--- config.mk ---
export PLATFORM = sky130hd
export DESIGN_NAME = prm_register_rs
export DESIGN_NICKNAME = d
export VERILOG_FILES = /design/src/rtl/prm_register_rs_pkg.sv /design/src/rtl/prm_register_sr.sv /design/src/rtl/prm_register_rs.sv
export SDC_FILE = /design/constraint.sdc
export NUM_CORES = 1
export LEC_CHECK = 0
export CAP_MARGIN = 20
export CORE_AREA = 2 2 39 41
export CTS_CLUSTER_DIAMETER = 40
export DETAILED_ROUTE_END_ITERATION = 6
export DIE_AREA = 0 0 41 43
export SYNTH_ARGS = -nofsm -noshare
export SYNTH_HDL_FRONTEND = slang
export SYNTH_SLANG_ARGS = --single-unit
--- constraint.sdc ---
create_clock -name clk -period 2.8 [get_ports clk]
set_input_delay 0.56 -clock clk [delete_from_list [all_inputs] [get_ports clk]]
set_output_delay 0.56 -clock clk [all_outputs]
set_load 0.01 [all_outputs]
--- src/rtl/prm_register_rs_pkg.sv ---
// prm_register_rs_pkg: occupancy width shared by the register slice and its users
package prm_register_rs_pkg;
  localparam int CNT_W = 2;
  typedef logic [CNT_W-1:0] cnt_t;
endpackage

--- src/rtl/prm_register_sr.sv ---
// prm_register_sr: WIDTH-bit data register with enable (clk, rst, en, d -> q), sync reset to 0
module prm_register_sr #(
  parameter int WIDTH = 1
) (
  input  logic             clk,
  input  logic             rst,
  input  logic             en,
  input  logic [WIDTH-1:0] d,
  output logic [WIDTH-1:0] q
);
  always_ff @(posedge clk)
    if (rst) q <= '0;
    else if (en) q <= d;
endmodule

--- src/rtl/prm_register_rs.sv ---
// prm_register_rs: 2-entry skid register slice on a valid/ready stream with registered in_ready/out_valid/out_data/count
module prm_register_rs
  import prm_register_rs_pkg::*;
#(
  parameter int WIDTH = 1
) (
  input  logic             clk,
  input  logic             rst,
  input  logic             in_valid,
  output logic             in_ready,
  input  logic [WIDTH-1:0] in_data,
  output logic             out_valid,
  input  logic             out_ready,
  output logic [WIDTH-1:0] out_data,
  output cnt_t             count
);
  typedef enum logic [CNT_W-1:0] {EMPTY = 2'd0, ONE = 2'd1, TWO = 2'd2} state_t;
  state_t state, nxt;
  logic push, pop, main_en, skid_en;
  logic [WIDTH-1:0] main_d, skid_q;
  assign push = in_valid & in_ready;
  assign pop  = out_valid & out_ready;
  always_comb begin
    nxt = state == EMPTY ? (push ? ONE : EMPTY)
        : state == ONE   ? (push & ~pop ? TWO : (~push & pop ? EMPTY : ONE))
        :                  (pop ? ONE : TWO);
    main_en = state == EMPTY ? push : state == ONE ? push & pop : pop;
    skid_en = state == ONE & push & ~pop;
    main_d  = state == TWO ? skid_q : in_data;
  end
  always_ff @(posedge clk)
    if (rst) begin
      state     <= EMPTY;
      in_ready  <= 1'b0;
      out_valid <= 1'b0;
      count     <= '0;
    end else begin
      state     <= nxt;
      in_ready  <= nxt != TWO;
      out_valid <= nxt != EMPTY;
      count     <= nxt;
    end
  prm_register_sr #(.WIDTH(WIDTH)) u_main (.clk(clk), .rst(rst), .en(main_en), .d(main_d),  .q(out_data));
  prm_register_sr #(.WIDTH(WIDTH)) u_skid (.clk(clk), .rst(rst), .en(skid_en), .d(in_data), .q(skid_q));
endmodule
==> impl_metrics.toml <==
[outcome]
status = "finished clean"

[floorplan]
die_w_um = 41
dieArea_um2 = 1763
initial_core_util = 0.2170
std_cell_rows = 14
die_h_um = 43
boundaryPins = 10
core-area_um2 = 1384

[finish]
area_growth_pct = 44.17
n_antenna_cell = 0
final_common_cell = "clkdlybuf4s50_1"
fillers = 159
drive_above_1_share = 0.1667
final_area_um2 = 432.9
final_nets = 50
layout_common_cells = "clkdlybuf4s50_1 (9), dfxtp_1 (6), clkbuf_4 (3)"

[global_route]
grt_pass1_vias = 255
grt_max_degree = 11
antenna_found_initial = 0
grt.overflow.total = 0
track_usage = 0.09347
grt_pass1_wl_um = 1041

[placement]
place.gp.congestion = 0.7023
dp_hpwl_um = 471.5
port-buffer-count = 9
pre_cts_slack_ps = 741.9
detailed_place.area_um2 = 410.4

[sta]
min_period_over_period = 0.6657
setup_viol = 0
skew_ps = 0.9238
grt_setup_unrepaired = "false"
layout_min_cycle_time_ps = 1864
slew_viol_final = 0
setup_ws_ps = 936.0
fin_tns_setup_ps = 0
maxSlewHeadroom = 0.8209
hold_violations = 0
max_freq_mhz = 536.5
tightest_slew_ps = 268.4

[synthesis]
synth_area_per_cell_um2 = 10.01
yosysMostFrequentCell = "dfxtp_1"
synth_cell_types = 23
ys_top_cells_by_area = "dfxtp_1 (40%), a21oi_2 (5.8%), nand3b_1 (5.0%), ha_1 (4.2%), nand4bb_1 (3.8%)"
yosysTopAreaCellShare = 0.4000
synthArstFlopShare = 0
syn_inst = 30
synth_area_um2 = 300.3
syn-num-nets = 36
yosys-top-cells-count = "dfxtp_1 (6), a21oi_2 (2), nand3b_1 (2)"
ys_ff_latch = 6
yosysWarnings = 0
synth_top_area_cell = "dfxtp_1"
synth_ff_type = "dfxtp_1"
yosysSeqAreaShare = 0.4000
synth_edf_count = 0

[critical_path]
crit_required_ps = 2240
worstPathMaxFanout = 10
slowest_stage = "clkdlybuf4s50_1"
worstPathArrival_ps = 1300
path_buf_inv = 1
max_stage_delay_ps = 590
end_kind = "output pin"
regToRegEndpoint = "out_valid"
rr_worst_depth = 5
worstSetupPathType = "reg2out"
cpLargestDelayFamily = "buffers and inverters"
cp_cell_sequence = "clkdlybuf4s50_1"
r2r-start = "out_valid"
start_kind = "flip-flop"
r2r_slack_ps = 1450

[min_path]
hp-start = "u_main.q"
hold_path_class = "reg2reg"
worst_hold_path.endpoint = "u_main.q"
worst_hold_path.num_cells = 2

[detailed_routing]
drc = 0
totalWireLength_um = 629
dr.pass1.iters = 3
drtAntennaViolNets = 0
wire_per_inst_um = 10.84
drt_iter0_drc = 7
via_per_inst = 4.707
route.vias.total = 273

[clock_tree]
cts_buffer_depth = 2
cts_tree = "yes"
clk_latency_ps = 250
holdBufCountCts = 0
htreeDepth = 1
clk_pin_slew_ps = 50
cts_resized = 0
postCtsSetupBuffers = 0
ctsRootBufferMaster = "clkbuf_4"
cts_buffers = 3
cts_sinks = 6

[pwr]
ir_drop_uv = 180.3
power.total_mw = 0.2198
p_per_area_nw_per_um2 = 507.8
power_leakage_nw = 0.1567

[run]
cap_violations = 0
sequential cells by signal, summed over array words and instances (netlist names):
register / count
state: 2
out_valid: 1
in_ready: 1
u_main.q: 1
u_skid.q: 1
kinds of logic after synthesis:
kind of cell / after synthesis / synth area share
flops: 6 / 0.4000
buf+inv: 1 / 0.01249
simple gates: 12 / 0.2667
compound gates: 9 / 0.2459
mux: 1 / 0.03333
fa+ha+maj: 1 / 0.04166
per-stage QoR:
| step | utilization | instances | hold slack [ps] |
|---|---|---|---|
| final | 0.3128 | 58 | 530.8 |
| after global placement | 0.2966 | 55 | 504.3 |
| after floorplan | - | 30 | 518.9 |
| after CTS | 0.3128 | 58 | 526.4 |
| after global routing | 0.3128 | 58 | 578.1 |
| after detailed placement | 0.2966 | 55 | 512.8 |
worst min-delay path, delay by kind of cell, from the launching register on:
kind | cells | cell delay [ps]
flip-flops | 1 | 310
AO/OA/AOI/OAI | 2 | 180
metal layers:
metal	global-route usage	part of all wire
met5	0	0
met4	0.08000	0.041
met3	0.04712	0.070
met2	0.1125	0.42
met1	0.1161	0.47
worst max-delay path by stage:
stage,startpoint,end,slack [ps],depth (start not counted)
final,state[1],count[1],940,1
after global routing,state[1],count[1],870,1
after CTS,state[1],count[1],920,1
after detailed placement,out_ready,out_valid,740,6
after global placement,out_ready,out_valid,750,6
after floorplan,in_valid,out_valid,1330,5
final cells by class:
cell class	instances	area, µm²	share of cell area
Clock buffer	3	22.52	0.05202
Multi-Input combinational cell	23	176.4	0.4075
Sequential cell	6	120.1	0.2775
Timing Repair Buffer	9	90.09	0.2081
Inverter	1	3.754	0.008671
Tap cell	16	20.02	0.04624
power breakdown:
| part | total [mW] | switching [mW] | internal (mW) |
|---|---|---|---|
| registers | 0.0985 | 0.00697 | 0.0915 |
| logic | 0.0386 | 0.0151 | 0.0236 |
| clock network | 0.0827 | 0.0340 | 0.0487 |
| total | 0.220 | 0.0561 | 0.164 |
No activity file was read; power rests on OpenSTA's default activity.
